### config.mk
export PLATFORM = sky130hd
export DESIGN_NAME = sram_wrapper_flat
export DESIGN_NICKNAME = d
export VERILOG_FILES = /design/src/rtl/sram_wrapper_if.sv /design/src/rtl/sram_wrapper.sv /design/src/flat_wrapper.sv
export SDC_FILE = /design/constraint.sdc
export NUM_CORES = 1
export LEC_CHECK = 0
export BUFFER_PORTS_ARGS = -buffer_cell sky130_fd_sc_hd__buf_2
export CORE_MARGIN = 5
export CORE_UTILIZATION = 45
export CTS_CLUSTER_DIAMETER = 80
export DETAILED_ROUTE_END_ITERATION = 16
export PLACE_DENSITY = 0.85
export SLEW_MARGIN = 0
export SYNTH_ARGS = -nofsm -noshare
export SYNTH_HDL_FRONTEND = slang
export SYNTH_SLANG_ARGS = --single-unit
### constraint.sdc
create_clock -name clk -period 3.9 [get_ports clk]
set_input_delay 0.39 -clock clk [delete_from_list [all_inputs] [get_ports clk]]
set_output_delay 0.39 -clock clk [all_outputs]
set_load 0.005 [all_outputs]
### src/rtl/sram_wrapper_if.sv
// AXI4 slave-side bus seen by sram_wrapper: AR/R/AW/W/B channels with ID_W-wide IDs.
// The slave modport is used by the wrapper, and the master modport by whatever issues the bursts.
interface sram_wrapper_if #(
    parameter int ID_W = 8
);
    logic [ID_W-1:0] ARID_S;
    logic [31:0]     ARADDR_S;
    logic [3:0]      ARLEN_S;
    logic            ARVALID_S;
    logic            ARREADY_S;
    logic [ID_W-1:0] RID_S;
    logic [31:0]     RDATA_S;
    logic [1:0]      RRESP_S;
    logic            RLAST_S;
    logic            RVALID_S;
    logic            RREADY_S;
    logic [ID_W-1:0] AWID_S;
    logic [31:0]     AWADDR_S;
    logic [3:0]      AWLEN_S;
    logic            AWVALID_S;
    logic            AWREADY_S;
    logic [31:0]     WDATA_S;
    logic [3:0]      WSTRB_S;
    logic            WLAST_S;
    logic            WVALID_S;
    logic            WREADY_S;
    logic [ID_W-1:0] BID_S;
    logic [1:0]      BRESP_S;
    logic            BVALID_S;
    logic            BREADY_S;

    modport slave (
        input  ARID_S, ARADDR_S, ARLEN_S, ARVALID_S,
        output ARREADY_S,
        output RID_S, RDATA_S, RRESP_S, RLAST_S, RVALID_S,
        input  RREADY_S,
        input  AWID_S, AWADDR_S, AWLEN_S, AWVALID_S,
        output AWREADY_S,
        input  WDATA_S, WSTRB_S, WLAST_S, WVALID_S,
        output WREADY_S,
        output BID_S, BRESP_S, BVALID_S,
        input  BREADY_S
    );

    modport master (
        output ARID_S, ARADDR_S, ARLEN_S, ARVALID_S,
        input  ARREADY_S,
        input  RID_S, RDATA_S, RRESP_S, RLAST_S, RVALID_S,
        output RREADY_S,
        output AWID_S, AWADDR_S, AWLEN_S, AWVALID_S,
        input  AWREADY_S,
        output WDATA_S, WSTRB_S, WLAST_S, WVALID_S,
        input  WREADY_S,
        input  BID_S, BRESP_S, BVALID_S,
        output BREADY_S
    );
endinterface

### src/rtl/sram_wrapper.sv
// AXI4 slave serving one INCR burst (up to 16 beats) at a time from a single-port word SRAM.
// Optional feature SRAM_WRAPPER_RESP_CHECK_EN: SLVERR on a WLAST mismatch and on reads with ARADDR_S[31:16] != 0.
module sram_wrapper #(
    parameter int ID_W = 8
) (
    input  logic          clk,
    input  logic          rst,
    sram_wrapper_if.slave bus,
    output logic          sram_cs,
    output logic          sram_oe,
    output logic [3:0]    sram_web,
    output logic [13:0]   sram_a,
    output logic [31:0]   sram_di,
    input  logic [31:0]   sram_do
);

    typedef enum logic [2:0] {
        S_IDLE,
        S_R_ACC,
        S_R_DATA,
        S_W_DATA,
        S_W_RESP
    } state_t;

    state_t          r_state;
    logic [ID_W-1:0] r_id;
    logic [13:0]     r_addr;
    logic [3:0]      r_len;
    logic [3:0]      r_cnt;
    logic [31:0]     r_rdata;
    logic            r_fresh;
`ifdef SRAM_WRAPPER_RESP_CHECK_EN
    logic            r_err;
`endif

    logic w_ar_hs;
    logic w_aw_hs;
    logic w_r_hs;
    logic w_w_hs;
    logic w_last_beat;
    logic w_unused;

    // Masked during reset so that every AXI output reads 0 while rst is high.
    assign bus.AWREADY_S = !rst && (r_state == S_IDLE);
    assign bus.ARREADY_S = !rst && (r_state == S_IDLE) && !bus.AWVALID_S;

    assign w_aw_hs     = bus.AWVALID_S && bus.AWREADY_S;
    assign w_ar_hs     = bus.ARVALID_S && bus.ARREADY_S;
    assign w_r_hs      = bus.RVALID_S && bus.RREADY_S;
    assign w_w_hs      = bus.WVALID_S && bus.WREADY_S;
    assign w_last_beat = (r_cnt == r_len);

`ifdef SRAM_WRAPPER_RESP_CHECK_EN
    assign w_unused = ^{bus.ARADDR_S[1:0], bus.AWADDR_S[31:16], bus.AWADDR_S[1:0]};
`else
    assign w_unused = ^{bus.ARADDR_S[31:16], bus.ARADDR_S[1:0], bus.AWADDR_S[31:16],
                        bus.AWADDR_S[1:0], bus.WLAST_S};
`endif

    // NOTE: state is updated with non-blocking assignments so that every register samples
    // pre-edge values; the reset branch is asynchronous, so it can abort a burst at any time.
    always_ff @(posedge clk or posedge rst) begin
        if (rst) begin
            r_state <= S_IDLE;
            r_id    <= '0;
            r_addr  <= '0;
            r_len   <= '0;
            r_cnt   <= '0;
            r_rdata <= '0;
            r_fresh <= 1'b0;
`ifdef SRAM_WRAPPER_RESP_CHECK_EN
            r_err   <= 1'b0;
`endif
        end else begin
            case (r_state)
                S_IDLE: begin
                    r_cnt <= '0;
                    if (w_aw_hs) begin
                        r_id    <= bus.AWID_S;
                        r_addr  <= bus.AWADDR_S[15:2];
                        r_len   <= bus.AWLEN_S;
                        r_state <= S_W_DATA;
`ifdef SRAM_WRAPPER_RESP_CHECK_EN
                        r_err   <= 1'b0;
`endif
                    end else if (w_ar_hs) begin
                        r_id    <= bus.ARID_S;
                        r_addr  <= bus.ARADDR_S[15:2];
                        r_len   <= bus.ARLEN_S;
                        r_state <= S_R_ACC;
`ifdef SRAM_WRAPPER_RESP_CHECK_EN
                        r_err   <= |bus.ARADDR_S[31:16];
`endif
                    end
                end
                S_R_ACC: begin
                    r_fresh <= 1'b1;
                    r_state <= S_R_DATA;
                end
                S_R_DATA: begin
                    // The SRAM output is only guaranteed in the first cycle; hold it for back-pressure.
                    if (r_fresh) begin
                        r_rdata <= sram_do;
                        r_fresh <= 1'b0;
                    end
                    if (w_r_hs) begin
                        if (w_last_beat) begin
                            r_state <= S_IDLE;
                        end else begin
                            r_addr  <= r_addr + 14'd1;
                            r_cnt   <= r_cnt + 4'd1;
                            r_state <= S_R_ACC;
                        end
                    end
                end
                S_W_DATA: begin
                    if (w_w_hs) begin
                        r_addr <= r_addr + 14'd1;
                        r_cnt  <= r_cnt + 4'd1;
`ifdef SRAM_WRAPPER_RESP_CHECK_EN
                        r_err  <= r_err | (bus.WLAST_S != w_last_beat);
`endif
                        if (w_last_beat) begin
                            r_state <= S_W_RESP;
                        end
                    end
                end
                S_W_RESP: begin
                    if (bus.BREADY_S) begin
                        r_state <= S_IDLE;
                    end
                end
                default: r_state <= S_IDLE;
            endcase
        end
    end

    // NOTE: every output gets a default before the case so no path can infer a latch.
    always_comb begin
        sram_cs      = 1'b0;
        sram_oe      = 1'b0;
        sram_web     = 4'hF;
        sram_a       = r_addr;
        sram_di      = '0;
        bus.RID_S    = r_id;
        bus.RDATA_S  = '0;
        bus.RRESP_S  = 2'b00;
        bus.RLAST_S  = 1'b0;
        bus.RVALID_S = 1'b0;
        bus.WREADY_S = 1'b0;
        bus.BID_S    = r_id;
        bus.BRESP_S  = 2'b00;
        bus.BVALID_S = 1'b0;
        case (r_state)
            S_R_ACC: begin
`ifdef SRAM_WRAPPER_RESP_CHECK_EN
                sram_cs = !r_err;
                sram_oe = !r_err;
`else
                sram_cs = 1'b1;
                sram_oe = 1'b1;
`endif
            end
            S_R_DATA: begin
                bus.RVALID_S = 1'b1;
                bus.RLAST_S  = w_last_beat;
                bus.RDATA_S  = r_fresh ? sram_do : r_rdata;
`ifdef SRAM_WRAPPER_RESP_CHECK_EN
                if (r_err) begin
                    bus.RDATA_S = '0;
                    bus.RRESP_S = 2'b10;
                end
`endif
            end
            S_W_DATA: begin
                bus.WREADY_S = 1'b1;
                sram_cs      = 1'b1;
                sram_di      = bus.WDATA_S;
                if (bus.WVALID_S) begin
                    sram_web = ~bus.WSTRB_S;
                end
            end
            S_W_RESP: begin
                bus.BVALID_S = 1'b1;
`ifdef SRAM_WRAPPER_RESP_CHECK_EN
                bus.BRESP_S  = r_err ? 2'b10 : 2'b00;
`endif
            end
            default: ;
        endcase
    end

endmodule

### src/flat_wrapper.sv
// flat-port wrapper written by rule: the top's interface ports become plain ports
module sram_wrapper_flat 
#(
    parameter int ID_W = 8
)
  (clk, rst, sram_cs, sram_oe, sram_web, sram_a, sram_di, sram_do, bus_ARID_S, bus_ARADDR_S, bus_ARLEN_S, bus_ARVALID_S, bus_ARREADY_S, bus_RID_S, bus_RDATA_S, bus_RRESP_S, bus_RLAST_S, bus_RVALID_S, bus_RREADY_S, bus_AWID_S, bus_AWADDR_S, bus_AWLEN_S, bus_AWVALID_S, bus_AWREADY_S, bus_WDATA_S, bus_WSTRB_S, bus_WLAST_S, bus_WVALID_S, bus_WREADY_S, bus_BID_S, bus_BRESP_S, bus_BVALID_S, bus_BREADY_S);
  sram_wrapper_if #(.ID_W(ID_W)) bus_i ();
  input  logic clk;
  input  logic rst;
  output logic sram_cs;
  output logic sram_oe;
  output logic [3:0] sram_web;
  output logic [13:0] sram_a;
  output logic [31:0] sram_di;
  input  logic [31:0] sram_do;
  input wire logic [$bits(bus_i.ARID_S)-1:0] bus_ARID_S;
  input wire logic [$bits(bus_i.ARADDR_S)-1:0] bus_ARADDR_S;
  input wire logic [$bits(bus_i.ARLEN_S)-1:0] bus_ARLEN_S;
  input wire logic [$bits(bus_i.ARVALID_S)-1:0] bus_ARVALID_S;
  output wire logic [$bits(bus_i.ARREADY_S)-1:0] bus_ARREADY_S;
  output wire logic [$bits(bus_i.RID_S)-1:0] bus_RID_S;
  output wire logic [$bits(bus_i.RDATA_S)-1:0] bus_RDATA_S;
  output wire logic [$bits(bus_i.RRESP_S)-1:0] bus_RRESP_S;
  output wire logic [$bits(bus_i.RLAST_S)-1:0] bus_RLAST_S;
  output wire logic [$bits(bus_i.RVALID_S)-1:0] bus_RVALID_S;
  input wire logic [$bits(bus_i.RREADY_S)-1:0] bus_RREADY_S;
  input wire logic [$bits(bus_i.AWID_S)-1:0] bus_AWID_S;
  input wire logic [$bits(bus_i.AWADDR_S)-1:0] bus_AWADDR_S;
  input wire logic [$bits(bus_i.AWLEN_S)-1:0] bus_AWLEN_S;
  input wire logic [$bits(bus_i.AWVALID_S)-1:0] bus_AWVALID_S;
  output wire logic [$bits(bus_i.AWREADY_S)-1:0] bus_AWREADY_S;
  input wire logic [$bits(bus_i.WDATA_S)-1:0] bus_WDATA_S;
  input wire logic [$bits(bus_i.WSTRB_S)-1:0] bus_WSTRB_S;
  input wire logic [$bits(bus_i.WLAST_S)-1:0] bus_WLAST_S;
  input wire logic [$bits(bus_i.WVALID_S)-1:0] bus_WVALID_S;
  output wire logic [$bits(bus_i.WREADY_S)-1:0] bus_WREADY_S;
  output wire logic [$bits(bus_i.BID_S)-1:0] bus_BID_S;
  output wire logic [$bits(bus_i.BRESP_S)-1:0] bus_BRESP_S;
  output wire logic [$bits(bus_i.BVALID_S)-1:0] bus_BVALID_S;
  input wire logic [$bits(bus_i.BREADY_S)-1:0] bus_BREADY_S;
  assign bus_i.ARID_S = bus_ARID_S;
  assign bus_i.ARADDR_S = bus_ARADDR_S;
  assign bus_i.ARLEN_S = bus_ARLEN_S;
  assign bus_i.ARVALID_S = bus_ARVALID_S;
  assign bus_ARREADY_S = bus_i.ARREADY_S;
  assign bus_RID_S = bus_i.RID_S;
  assign bus_RDATA_S = bus_i.RDATA_S;
  assign bus_RRESP_S = bus_i.RRESP_S;
  assign bus_RLAST_S = bus_i.RLAST_S;
  assign bus_RVALID_S = bus_i.RVALID_S;
  assign bus_i.RREADY_S = bus_RREADY_S;
  assign bus_i.AWID_S = bus_AWID_S;
  assign bus_i.AWADDR_S = bus_AWADDR_S;
  assign bus_i.AWLEN_S = bus_AWLEN_S;
  assign bus_i.AWVALID_S = bus_AWVALID_S;
  assign bus_AWREADY_S = bus_i.AWREADY_S;
  assign bus_i.WDATA_S = bus_WDATA_S;
  assign bus_i.WSTRB_S = bus_WSTRB_S;
  assign bus_i.WLAST_S = bus_WLAST_S;
  assign bus_i.WVALID_S = bus_WVALID_S;
  assign bus_WREADY_S = bus_i.WREADY_S;
  assign bus_BID_S = bus_i.BID_S;
  assign bus_BRESP_S = bus_i.BRESP_S;
  assign bus_BVALID_S = bus_i.BVALID_S;
  assign bus_i.BREADY_S = bus_BREADY_S;
  sram_wrapper #(.ID_W(ID_W)) u_core (.clk(clk), .rst(rst), .bus(bus_i), .sram_cs(sram_cs), .sram_oe(sram_oe), .sram_web(sram_web), .sram_a(sram_a), .sram_di(sram_di), .sram_do(sram_do));
endmodule
# [Yosys cells after proc, flatten, opt, wreduce, memory -nomap -nowiden]
# Index checks and enable logic that the tools add are counted.
[word_totals] wordCells=72 output_inout_bits=110 ff_bits=66
[classes] mux=34 addsub=2 n_reduce_logical=17 eq_ne=11 n_bitwise=1
[op_table] op="$mux 32" count=3
[op_table] op="$mux 14" count=5
[op_table] op="$pmux 14 s3" count=1
[op_table] op="$mux 4" count=7
[op_table] op="$mux 3" count=6
[op_table] op="$mux 8" count=2
[op_table] op="$pmux 3 s5" count=1
[op_table] op="$add 14x1->14 const B" count=1
[op_table] op="$pmux 4 s3" count=1
[op_table] op="$reduce_and 5->1" count=2
[op_table] op="$mux 1" count=7
[op_table] op="$eq 3x2->1 const B" count=2
[op_table] op="$logic_and 1x1->1" count=6
[op_table] op="$ne 2x1->1 const B" count=3
[op_table] op="$add 4x1->4 const B" count=1
[op_table] op="$eq 4x4->1" count=1
[op_table] op="$ne 2x2->1 const B" count=2
[op_table] op="$not 4->4" count=1
[op_table] op="$reduce_and 4->1" count=1
[op_table] op="$reduce_bool 2->1" count=2
[op_table] op="$eq 3x1->1 const B" count=1
[op_table] op="$eq 3x3->1 const B" count=1
[op_table] op="$logic_not 3->1" count=1
[op_table] op="$ne 3x1->1 const B" count=1
[op_table] op="5 further kinds" count=6

# [Longest topological paths before layout]
[depth] depth_word=7 mapped_depth=7

# [Worst setup path after synthesis]
# Ideal clock, no wire load.
[synth_timing] kind="input to register" startpoint="input port rst" endpoint="register u_core.r_addr[8], in the netlist u_core.sram_a[8]" t_required_ns=3.835 arrival_time_ns=2.485 path_stages=5 n_path_buf=0 path_slack_ns=1.350 cell_sequence="inv_1 and4_1 o21bai_1 a21boi_0 o22a_1"
[synth_via] elab_chain_len=6 elab_cells_between_ends=9 cone_classes="eq/ne: 1; mux: 2; reduce/logical: 6"
[synth_lines] item="from (decl)" line="flat_wrapper.sv:9" text="input logic rst;"
[synth_lines] item="$logic_not 1->1 (*)" line="sram_wrapper.sv:44, sram_wrapper.sv:45"
[synth_lines] item="$logic_and 1x1->1 (*)" line="sram_wrapper.sv:44, sram_wrapper.sv:45"
[synth_lines] item="$logic_and 1x1->1" line="sram_wrapper.sv:45" text="assign bus.ARREADY_S = !rst && (r_state == S_IDLE) && !bus.AWVALID_S;"
[synth_lines] item="$logic_and 1x1->1" line="sram_wrapper.sv:48" text="assign w_ar_hs = bus.ARVALID_S && bus.ARREADY_S;"
[synth_lines] item="$ne 3x1->1 (no line)"
[synth_lines] item="$reduce_and 5->1 (no line)"
[synth_lines] item="to (signal assigned)" line="sram_wrapper.sv:80" text="r_addr <= bus.AWADDR_S[15:2];"
[synth_lines] item="to (signal assigned)" line="sram_wrapper.sv:88" text="r_addr <= bus.ARADDR_S[15:2];"
[synth_lines] item="to (signal assigned)" line="sram_wrapper.sv:110" text="r_addr <= r_addr + 14'd1;"
[synth_lines] item="to (decl)" line="sram_wrapper.sv:27" text="logic [13:0] r_addr;"
# Mark *: on every way between the ends. The rest lies on a longest branch, timed or not.
# A chain may end at the register's enable or synchronous reset.

# [Final worst setup path]
[layout_timing] startpoint="register u_core.r_state[1]" endpoint="output port sram_di[29]"
[layout_via] elab_chain_len=2
[layout_lines] item="from (decl)" line="sram_wrapper.sv:25" text="state_t r_state;"
[layout_lines] item="from (signal assigned)" line="sram_wrapper.sv:64" text="r_state <= S_IDLE;"
[layout_lines] item="from (signal assigned)" line="sram_wrapper.sv:82" text="r_state <= S_W_DATA;"
[layout_lines] item="from (signal assigned)" line="sram_wrapper.sv:90" text="r_state <= S_R_ACC;"
[layout_lines] item="$eq 3x2->1" line="sram_wrapper.sv:154" text="case (r_state)"
[layout_lines] item="$mux 32" line="sram_wrapper.sv:154"
[layout_lines] item="to (decl)" line="flat_wrapper.sv:14" text="output logic [31:0] sram_di;"
# No other way between the ends.

==> key figures <==
Critical path
  • WP buf/inv: 2
  • Worst endpoint required time: 3.51 ns
  • Critical path launch point type: flop
  • Crit end category: primary output
  • Worst-path maximum fanout: 38
  • Setup CP Type: flop to primary output
  • Crit path largest cell delay: 0.61 ns
  • Reg2Reg Depth: 6
  • Worst reg2reg setup slack: 1.42 ns
  • Stages on worst setup path: 4
  • R2r startpoint: u_core.r_state[1]
  • Slowest CP cell: dfrtp_1
  • CP delay by family, top: simple AND/OR/NAND/NOR gates
  • Worst path cell trace: nor2b_4, buf_4, and3_1, buf_2
  • WP data arrival: 2.31 ns
  • Crit Reg-Reg Endpoint: u_core.sram_a[9]

CTS
  • Postcts setup bufs: 0
  • Clk root buf: clkbuf_8
  • Sink Count: 66
  • Post-CTS Resized: 0
  • H-tree levels: 3
  • CTS tree: done
  • Skew-Pair Late Insertion Delay: 0.34 ns
  • Clock buffer depth: 2
  • Hold buffers post-CTS: 0
  • CTS buffer count: 9
  • Clk slew on worst S/H paths: 0.08 ns

Logic synthesis
  • Sequential-to-total area share from yosys stat: 39.5%
  • #FFs+latches synth: 66
  • Warnings from Yosys: 0
  • Synth Area per Inst: 9.75 µm²
  • Number of synthesized flops with an enable pin: 0
  • Syn Std Cell Area: 4180 µm²
  • Top FF cell, synth: dfrtp_1
  • Post-synth cell types: 56
  • Syn Inst Count: 429
  • Asr flop ratio synth: 100%

Placed design
  • DP Cell Count: 737
  • IO Port Bufs: 232
  • Final Wtd Congestion: 0.826
  • Post-DP HPWL: 9490 µm

Power and ir drop
  • Worst vdd ir: 0.437 mV
  • Cell area power density: 765 nW/µm²
  • Lkg Pwr: 3.00 nW

Routing
  • Number of vias per cell: 5.38
  • Post-DRT Antenna Nets: 0
  • Via count: 4,053
  • Drt total wl: 12,600 µm
  • Drt pass-1 iters: 4
  • Detailed Route Iter0 Violations: 203
  • Wire per inst: 16.8 µm
  • DRC viols: 0

GRT
  • Initial antenna violation count: 0
  • Vias in the first global route: 4,171
  • Largest net degree at the start of global routing: 67
  • First-pass GRT wire length: 20,000 µm
  • GRT Util Overall: 21.9%
  • Residual overflow from global routing: 0

Floorplanning
  • Initial Util: 45.7%
  • Die area: 11,300 µm²
  • Die Height: 106 µm
  • Area of the core: 9150 µm²
  • # IOs: 274
  • Row cnt: 35
  • Die width: 106 µm

Min path
  • Hold Path Sink: u_core.r_rdata[14]
  • HP Start: sram_do[14]
  • Min-Delay Path Class: input pin to flop
  • Hold path cells: 2

Finish
  • Fillcell total: 783
  • Most frequent cells in the layout: 232 x buf_2, 65 x dfrtp_1, 49 x mux2i_1
  • ANT cells: 0
  • Post-route non-filler standard cell count: 753
  • Commonest non-fill, non-tap cell in the layout: buf_2
  • Synthesis-to-layout area growth: 30.8%
  • Fraction of layout cells with a size suffix above 1: 46.7%
  • Final nets: 803
  • Util after Layout: 59.8%

Flow run
  • Max-cap check violation count: 0

Run status
  • Outcome: finished clean

Timing
  • Final Hold Fails: 0
  • Slew headroom: 42.9%
  • Worst Skew: 0.0118 ns
  • Final period util: 69.1%
  • Final Critical Period: 2.70 ns
  • Worst-margin pin slew: 0.857 ns
  • RSZ-0062 raised after global routing: no
  • Fmax: 371 MHz
  • Setup TNS: 0 ns
  • Max-slew violations: 0
  • Endpoints failing setup: 0
[cells by family after synthesis]
family / share of synthesized area (%)
adder cells (fa/ha/maj): 0.598
XOR/XNOR: 1.05
flip-flops: 39.5
multiplexers: 21.4
AND/OR/NAND/NOR: 18.3
buffers and inverters: 6.31
AO/OA/AOI/OAI: 12.7
other: 0.0897
[worst register-to-register path: stages, from the launching register on]
cell and delay [ns]:
dfrtp_1 0.61, nor2b_4 0.54, nand2_1 0.20, buf_4 0.30, o21ai_2 0.30, a21oi_1 0.18
a22o_1 0.25
[layer usage]
metal / track usage, % / vias up / part of all wire [%]
li1: - / 1938 / -
met2: 38.3 / 186 / 50
met3: 7.23 / 15 / 9.2
met4: 5.83 / 0 / 1.3
met5: 0 / - / 0
met1: 25.7 / 1914 / 40
[synthesized netlist by cell type (8+ instances only)]
library cell | instances | area share [%]
o22a_1 | 8 | 1.7
a21oi_1 | 12 | 1.4
dfrtp_1 | 66 | 39
nand3_1 | 9 | 1.1
and3_1 | 41 | 6.1
clkbuf_1 | 20 | 1.8
o21ai_0 | 16 | 1.9
nand2_1 | 26 | 2.3
buf_4 | 13 | 2.3
mux2i_1 | 49 | 12
mux2_2 | 35 | 9.4
nor2_1 | 48 | 4.3
nor3_1 | 8 | 0.96
[area by class of cell]
type	count	area, µm²	share of cell area (%)
Clock buffer	11	131	2.40
Timing Repair Buffer	239	1210	22.2
Clock inverter	5	32.5	0.595
Tap cell	111	139	2.54
Inverter	4	15.0	0.275
Multi-Input combinational cell	317	2280	41.8
Sequential cell	66	1650	30.2
[state kept, by name, indices dropped and copies added, names as in the netlist]
signal            count
u_core.bus.BID_S      8
u_core.r_cnt          4
u_core.r_fresh        1
u_core.r_len          4
u_core.r_rdata       32
u_core.r_state        3
u_core.sram_a        14
[metrics by stage]
step | hold slack [ns] | area [µm²] | power [mW] | setup slack [ns]
2_1_floorplan | 0.457 | 4190 | 2.96 | 1.35
3_3_place_gp | 0.467 | 5310 | 3.60 | 1.53
3_5_place_dp | 0.486 | 5310 | 3.71 | 1.44
4_1_cts | 0.265 | 5470 | 4.22 | 1.21
5_1_grt | 0.283 | 5470 | 4.55 | 1.01
6_report | 0.284 | 5470 | 4.18 | 1.20
[how the worst max path moves through the flow]
stage | startpoint | to | slack, ns
after floorplan | rst | u_core.sram_a[8] | 1.35
after global placement | u_core.r_state[1] | u_core.sram_a[9] | 1.53
after detailed placement | u_core.r_state[1] | u_core.sram_a[9] | 1.44
after CTS | u_core.r_state[1] | sram_di[29] | 1.21
after global routing | u_core.r_state[1] | bus_RDATA_S[22] | 1.01
final | u_core.r_state[1] | sram_di[29] | 1.20
[power breakdown]
part           internal [mW]  switching, mW  total, mW  leakage (nW)
clock                  0.229          0.263      0.492        0.0753
combinational           1.13           1.22       2.35          2.13
sequential              1.02          0.321       1.34         0.791
No activity file was read; power rests on OpenSTA's default activity.
